## src/rtl/keypad_digit_accum.sv

```systemverilog
// keypad_digit_accum: debounces the decoded key stream (0 = no key, 1..9 = digit)
// and shifts each accepted digit into a calculator-style BCD entry register.
// Optional build macro HOLD_REPEAT_EN: auto-repeat of a held key every RPT_CYC cycles.
//
// state | meaning
// IDLE  | no key held, waiting for a nonzero code
// DEB   | candidate code latched, counting stable samples
// HELD  | digit accepted, waiting for key release

module keypad_digit_accum #(
    parameter int NDIG    = 4,
    parameter int DEB_CYC = 4,
    parameter int RPT_CYC = 50
) (
    input  logic                           clk,
    input  logic                           rst,
    input  logic [3:0]                     i,
    input  logic                           clr,
    input  logic                           bksp,
    output logic [4*NDIG-1:0]              o_bcd,
    output logic [$clog2(NDIG+1)-1:0]      o_cnt,
    output logic                           o_full,
    output logic                           o_stb,
    output logic                           o_err
);

    localparam int CW = $clog2(NDIG+1);
    localparam int DW = $clog2(DEB_CYC+1);

    typedef enum logic [1:0] {IDLE, DEB, HELD} state_t;

    state_t            state, state_nxt;
    logic [DW-1:0]     deb_cnt, deb_nxt;
    logic [3:0]        code, code_nxt;
    logic [3:0]        acc_code;
    logic              accept;
    logic              illegal;
    logic              bksp_q;
    logic              bksp_edge;
    logic [4*NDIG-1:0] bcd_shl;

`ifdef HOLD_REPEAT_EN
    localparam int RW = $clog2(RPT_CYC+1);
    logic [RW-1:0]     rpt_cnt, rpt_nxt;
    logic [3:0]        i_prev;
`endif

    assign o_full    = (o_cnt == CW'(NDIG));
    assign bksp_edge = bksp & ~bksp_q;

    // New digit enters the least significant nibble.
    if (NDIG > 1) begin : g_multi
        assign bcd_shl = {o_bcd[4*NDIG-5:0], acc_code};
    end else begin : g_single
        assign bcd_shl = acc_code;
    end

    // FSM state, debounce counter and latched code registers.
    always_ff @(posedge clk) begin
        if (rst) begin
            state   <= IDLE;
            deb_cnt <= '0;
            code    <= 4'd0;
`ifdef HOLD_REPEAT_EN
            rpt_cnt <= '0;
            i_prev  <= 4'd0;
`endif
        end else begin
            state   <= state_nxt;
            deb_cnt <= deb_nxt;
            code    <= code_nxt;
`ifdef HOLD_REPEAT_EN
            rpt_cnt <= rpt_nxt;
            i_prev  <= i;
`endif
        end
    end

    // Next-state logic; accept is asserted on the DEB_CYC-th matching sample.
    always_comb begin
        state_nxt = state;
        deb_nxt   = deb_cnt;
        code_nxt  = code;
        acc_code  = code;
        accept    = 1'b0;
        illegal   = 1'b0;
`ifdef HOLD_REPEAT_EN
        rpt_nxt   = '0;
`endif
        case (state)
            IDLE: begin
                deb_nxt = '0;
                if (i >= 4'd10) begin
                    illegal = 1'b1;
                end else if (i != 4'd0) begin
                    code_nxt = i;
                    if (DEB_CYC <= 1) begin
                        accept    = 1'b1;
                        acc_code  = i;
                        state_nxt = HELD;
                    end else begin
                        deb_nxt   = DW'(1);
                        state_nxt = DEB;
                    end
                end
            end
            DEB: begin
                if (i == code) begin
                    if (deb_cnt >= DW'(DEB_CYC-1)) begin
                        accept    = 1'b1;
                        deb_nxt   = '0;
                        state_nxt = HELD;
                    end else begin
                        deb_nxt = deb_cnt + DW'(1);
                    end
                end else begin
                    deb_nxt   = '0;
                    state_nxt = IDLE;
                end
            end
            HELD: begin
                if (i == 4'd0) begin
                    state_nxt = IDLE;
                end
`ifdef HOLD_REPEAT_EN
                else if (i != i_prev) begin
                    rpt_nxt = '0;
                end else if (rpt_cnt >= RW'(RPT_CYC-1)) begin
                    accept  = 1'b1;
                    rpt_nxt = '0;
                end else begin
                    rpt_nxt = rpt_cnt + RW'(1);
                end
`endif
            end
            default: state_nxt = IDLE;
        endcase
    end

    // Entry register, count, strobe and sticky error; priority clr > accept > bksp.
    always_ff @(posedge clk) begin
        if (rst) begin
            o_bcd  <= '0;
            o_cnt  <= '0;
            o_stb  <= 1'b0;
            o_err  <= 1'b0;
            bksp_q <= 1'b0;
        end else begin
            bksp_q <= bksp;
            o_stb  <= accept;
            if (clr) begin
                o_bcd <= '0;
                o_cnt <= '0;
                o_err <= 1'b0;
            end else begin
                if (illegal || (accept && o_full)) begin
                    o_err <= 1'b1;
                end
                if (accept) begin
                    if (!o_full) begin
                        o_bcd <= bcd_shl;
                        o_cnt <= o_cnt + CW'(1);
                    end
                end else if (bksp_edge && (o_cnt != '0)) begin
                    o_bcd <= o_bcd >> 4;
                    o_cnt <= o_cnt - CW'(1);
                end
            end
        end
    end

endmodule

```

## config.mk

```make
export PLATFORM = sky130hd
export DESIGN_NAME = keypad_digit_accum
export DESIGN_NICKNAME = d
export VERILOG_FILES = /design/src/rtl/keypad_digit_accum.sv
export SDC_FILE = /design/constraint.sdc
export NUM_CORES = 1
export LEC_CHECK = 0
export CAP_MARGIN = 15
export CORE_ASPECT_RATIO = 1.1
export CORE_MARGIN = 2
export CORE_UTILIZATION = 56
export DETAILED_ROUTE_END_ITERATION = 6
export PLACE_DENSITY_LB_ADDON = 0.08
export SYNTH_ARGS = -nofsm -noshare
export SYNTH_HDL_FRONTEND = slang
export SYNTH_SLANG_ARGS = --single-unit
export TNS_END_PERCENT = 100
```

## constraint.sdc

```tcl
create_clock -name clk -period 7.52 [get_ports clk]
set_input_delay 0.752 -clock clk [delete_from_list [all_inputs] [get_ports clk]]
set_output_delay 0.752 -clock clk [all_outputs]
set_load 0.02 [all_outputs]
```

== Yosys cells after proc, flatten, opt, wreduce, memory -nomap -nowiden ==
Cells that the tools add are included.

* Bitwise operators: 3
* Mux-type cells: 22
* Add/sub/neg operators: 3
* $lt $le $gt $ge: 2
* Equality and inequality tests: 9
* Reduce and logical (&&, ||, !) cells: 13

{| class="wikitable"
|+ Operator list
! operator !! number
|-
| $mux W16 || 3
|-
| $mux W3 || 5
|-
| $mux W2 || 5
|-
| $ne A2 B2 Y1 const B || 4
|-
| $mux W1 || 7
|-
| $add A3 B1 Y3 const B || 2
|-
| $pmux W2 S3 || 1
|-
| $pmux W3 S2 || 1
|-
| $eq A4 B4 Y1 || 1
|-
| $ge A4 B4 Y1 const B || 1
|-
| $logic_not A4 Y1 || 1
|-
| $reduce_and A4 Y1 || 1
|-
| $reduce_bool A2 Y1 || 2
|-
| $reduce_bool A4 Y1 || 1
|-
| $eq A3 B3 Y1 const B || 1
|-
| $ge A3 B2 Y1 const B || 1
|-
| $ne A3 B3 Y1 const B || 1
|-
| $reduce_and A3 Y1 || 1
|-
| $reduce_bool A3 Y1 || 1
|-
| $sub A3 B1 Y3 const B || 1
|-
| $eq A2 B1 Y1 const B || 1
|-
| $eq A2 B2 Y1 const B || 1
|-
| $logic_and A1 B1 Y1 || 2
|-
| $logic_not A2 Y1 || 1
|-
| 5 further kinds || 6
|}

* Input bits: 8
* Output and inout bits: 22
* Flip-flop bits (word level): 31
* Word-level logic and storage cells: 60

== Depth between registers and ports, before layout ==
* Depth after elaboration: 6
* Depth in mapped cells: 11
* Depth with buffers taken out: 10

== Worst setup path after synthesis ==
Ideal clock, no wire load.

* Path kind: in2reg
* Start point: input port i[3]
* End point: register o_cnt[2]
* Data arrival time: 2.615 ns
* Data required time: 7.448 ns
* Setup time: 0.072 ns
* Path slack: 4.833 ns
* Path buffers: 2
* Stages on the path: 10
* Cells stage by stage: buf_6 xor2_2 nor3_4 nand2_4 buf_6 xor2_1 ha_1 a2111oi_1 a41o_1 mux2i_1

* Cells in the longest elaborated chain, start to end: 5
* Elaborated cells on any way between the ends: 7
* Those cells by class: eq/ne (2); mux (3); reduce/logical (2)

{| class="wikitable"
|+ Ends and longest elaborated chain
! what !! RTL line !! source
|-
| start: declaration || 17 || <nowiki>input logic [3:0] i,</nowiki>
|-
| $eq A4 B4 Y1 (*) || 108 || <nowiki>if (i == code) begin</nowiki>
|-
| $mux W1 (*) || 108 ||
|-
| $mux W1 (*) || 90 || <nowiki>case (state)</nowiki>
|-
| $ne A2 B2 Y1 (no source line) / $reduce_bool A2 Y1 (equally long branches) || - ||
|-
| $reduce_and A2 Y1 (no source line) || - ||
|-
| end signal: assignment || 162 || <nowiki>o_cnt <= o_cnt + CW'(1);</nowiki>
|-
| end signal: assignment || 166 || <nowiki>o_cnt <= o_cnt - CW'(1);</nowiki>
|-
| end: declaration || 21 || <nowiki>output logic [$clog2(NDIG+1)-1:0] o_cnt,</nowiki>
|}

Mark *: on every way between the ends. The rest lies on a longest branch, timed or not.
A chain may end at the register's enable or synchronous reset.

== Worst setup path in the final report ==
Ends and elaborated chain as after synthesis.

==> key figures <==
Outcome
  – Run status: completed

Worst setup path
  – Delay of the slowest cell on the worst path: 0.57 ns
  – Required time at the endpoint of the critical path: 7.78 ns
  – Sequence of cells on the critical path: clkdlybuf4s50_1 -> xor2_2 -> nor3_4 -> nand2_4 -> xor2_1 -> ha_1 -> a2111oi_1 -> a41o_1 -> mux2i_1
  – Critical path launch point type: primary input
  – Worst setup path class: in2reg
  – Minimum setup slack among reg-to-reg paths: 4.67 ns
  – Crit-path max FO: 27
  – Crit Reg-Reg Startpoint: deb_cnt[0]
  – Reg2reg path depth: 10
  – Critical path startpoint: i[3]
  – RR Endpoint: o_cnt[2]
  – Crit. path cell count: 9
  – Critical path endpoint category: register
  – Crit path max-delay cell type: sky130_fd_sc_hd__clkdlybuf4s50_1
  – Worst endpoint data arrival time: 3.45 ns
  – Top Family by Delay on Critical Path: simple AND/OR/NAND/NOR gates
  – Worst path bufs/invs: 1

Min path
  – Startpoint of the lowest-slack hold path: o_bcd[15]
  – Worst Hold Path Cells: 2
  – Type of the tightest min-delay check: reg2reg
  – Worst Hold Path EP: o_bcd[15]

Logic synthesis
  – Dominant cells by area after synthesis: sky130_fd_sc_hd__dfxtp_1 37%, sky130_fd_sc_hd__mux2i_1 10%, sky130_fd_sc_hd__a211oi_1 8.6%
  – Post-Synthesis Net Count: 186
  – Dominant cell type by area after synthesis: sky130_fd_sc_hd__dfxtp_1
  – EDFF count, synth: 0
  – Fraction of the yosys area taken by sequential cells: 37.21%
  – Warnings, synthesis: 0
  – Area of the mapped netlist: 1668 um^2
  – Average size of a mapped cell: 9.531 um^2
  – Synth Register Bits: 31
  – Main flop type after synthesis: sky130_fd_sc_hd__dfxtp_1
  – Post-synthesis instance total: 175
  – Unique masters post-synth: 41
  – Share of flip-flops with an asynchronous set or reset: 0%
  – Post-synth top area share: 37.21%
  – Most used standard cell by instance count after synthesis: sky130_fd_sc_hd__dfxtp_1
  – Leading post-synthesis cells by instance count: 31 x sky130_fd_sc_hd__dfxtp_1, 19 x sky130_fd_sc_hd__a211oi_1, 17 x sky130_fd_sc_hd__mux2i_1

Clock network
  – Number of clock sinks seen by CTS: 31
  – Depth of the CTS H-tree: 2
  – Register clock-pin slew on the reported worst setup and hold paths: 0.10 ns
  – Clk Latency, worst-skew pair: 0.33 ns
  – Hold bufs inserted after CTS: 0
  – CTS tree: done
  – Clock tree root buffer cell: sky130_fd_sc_hd__clkbuf_4
  – Cts repair resizes: 0
  – TritonCTS buffer count: 5
  – Maximum root-to-sink buffer count: 2
  – Setup fix buffers added after clock tree synthesis: 0

Die
  – Floorplan row count: 20
  – Number of top-level pins: 30
  – Die ar.: 3431 um^2
  – Die Wd: 56.04 um
  – Initial core utilization: 59.51%
  – Core region area: 2803 um^2
  – Y dimension of the die: 61.24 um

Cells and area
  – Nets: 212
  – Utilization of the core after routing: 70.98%
  – Area growth syn-to-layout: 19.28%
  – Cell area after layout: 1989 um^2
  – Antenna cells: 0
  – Fraction of final layout cells sized beyond drive strength 1: 10.45%

STA
  – Peak Freq: 0.3134 GHz
  – Setup clock skew after layout: 0.008518 ns
  – Setup TNS: 0 ns
  – Worst rel slew slack: 42.98%
  – Final Hold Fails: 0
  – Period utilisation layout: 42.44%
  – Final setup violation count: 0
  – Number of pins exceeding their max-slew limit in the final report: 0
  – Least-Margin Pin Slew: 0.8553 ns
  – Post-layout minimum cycle time: 3.191 ns
  – Setup repair after global routing missed its margin: false
  – Post-route worst setup slack: 4.329 ns

Route
  – Length of the first detailed-routing pass in iterations: 4
  – WL final: 3596 um
  – DRT iter0 DRCs: 31
  – Post-route DRC: 0
  – Via count normalized by instance count: 5.940
  – Vias after detailed routing: 1390
  – Routed wire per std cell: 15.37 um
  – Number of nets with antenna violations after detailed routing: 0

Global route
  – Number of antenna violations at the first check in global routing: 0
  – Largest net degree at the start of global routing: 28
  – GRT Overall Usage: 21.61%
  – Total congestion overflow after global routing: 0
  – First-pass GRT wire length: 5637 um
  – Via count of the first global-routing pass: 1225

Placed design
  – Setup slack at placement: 4.078 ns
  – HPWL after detailed placement: 2418 um
  – Placer congestion estimate: 0.9143
  – Post-detailed-placement cell area: 1933 um^2
  – Port Buffers: 29

Power
  – Leakage Power: 0.0007361 uW
  – VDD IR-drop max: 0.1313 mV
  – Power density over the cells: 149.0 nW/um^2

Flow run
  – Maxcap violations: 0
-- worst register-to-register path, stage by stage, from the launching register on --
cell	delay, ns
sky130_fd_sc_hd__dfxtp_1	0.43
sky130_fd_sc_hd__ha_1	0.18
sky130_fd_sc_hd__ha_1	0.18
sky130_fd_sc_hd__a211oi_4	0.07
sky130_fd_sc_hd__nor3_2	0.47
sky130_fd_sc_hd__nand2_4	0.29
sky130_fd_sc_hd__xor2_1	0.22
sky130_fd_sc_hd__ha_1	0.22
sky130_fd_sc_hd__a2111oi_1	0.38
sky130_fd_sc_hd__a41o_1	0.17
sky130_fd_sc_hd__mux2i_1	0.17
-- metrics by stage --
step	cells	hold WS [ns]	power [uW]
detailed placement	227	0.4776	202.6
floorplan	175	0.4800	194.2
finish	234	0.4936	296.5
global placement	227	0.4732	201.9
global route	234	0.5144	310.1
CTS	234	0.4939	300.2
-- how the worst max path moves through the flow --
stage,to,slack [ns]
finish,o_cnt[2],4.33
global route,o_cnt[2],4.12
CTS,o_cnt[2],4.34
detailed placement,o_cnt[2],4.08
global placement,o_cnt[2],4.17
floorplan,o_cnt[2],4.83
-- report_power, final --
part	leakage (uW)	internal (uW)	switching, uW
combinational	0.000451	12.1	15.8
sequential	0.000251	167	3.67
clock	0.0000341	43.2	54.1
total	0.000736	223	73.6
-- final cells by class --
type | instances | area, um^2
clock buffers | 6 | 51.30
clock inverters | 1 | 5.005
fillers | 243 | 813.3
inverters | 4 | 15.01
multi-input cells | 130 | 965.9
flip-flops and latches | 31 | 620.6
well taps | 33 | 41.29
repair buffers | 29 | 290.3
-- kinds of logic (layout without fill, tap and decap cells) --
family	after synthesis	count (layout)	synth area share, %
buf+inv	14	40	4.876
flops	31	31	37.21
fa+ha+maj	3	3	2.251
mux	17	17	10.20
compound gates	45	45	21.76
xor+xnor	5	5	3.076
simple gates	60	60	20.63
-- state kept, by name (all words and copies together) (netlist names) --
signal,cells
state,2
o_stb,1
o_err,1
acc_code,4
o_bcd,16
bksp_q,1
deb_cnt,3
o_cnt,3
-- layout by cell type, fill, tap and decap left out, types with 2 or more instances in the layout --
master | Yosys | layout
sky130_fd_sc_hd__and3_1 | 2 | 2
sky130_fd_sc_hd__nor2b_1 | 13 | 13
sky130_fd_sc_hd__nand4b_1 | 2 | 2
sky130_fd_sc_hd__a21oi_1 | 6 | 6
sky130_fd_sc_hd__ha_1 | 3 | 3
sky130_fd_sc_hd__nor3_1 | 3 | 3
sky130_fd_sc_hd__inv_1 | 4 | 4
sky130_fd_sc_hd__xor2_1 | 4 | 4
sky130_fd_sc_hd__or3_1 | 2 | 2
sky130_fd_sc_hd__mux2i_1 | 17 | 17
sky130_fd_sc_hd__a31oi_1 | 3 | 3
sky130_fd_sc_hd__nor2_1 | 12 | 12
sky130_fd_sc_hd__clkbuf_4 | 0 | 5
sky130_fd_sc_hd__a211oi_2 | 5 | 5
sky130_fd_sc_hd__o22ai_1 | 4 | 4
sky130_fd_sc_hd__nand3_1 | 2 | 2
sky130_fd_sc_hd__nand2_1 | 14 | 14
sky130_fd_sc_hd__dfxtp_1 | 31 | 31
sky130_fd_sc_hd__a211oi_1 | 19 | 19
sky130_fd_sc_hd__clkdlybuf4s50_1 | 0 | 29
-- routing by layer --
| metal | up-vias | track usage (%) | wire, um |
|---|---|---|---|
| met4 | 0 | 13.27 | 73 |
| met2 | 43 | 34.96 | 1684 |
| met3 | 8 | 5.882 | 179 |
| met5 | - | 0 | 0 |
| met1 | 652 | 26.21 | 1659 |
| li1 | 687 | - | - |
Power figures use the tool's default switching activity.
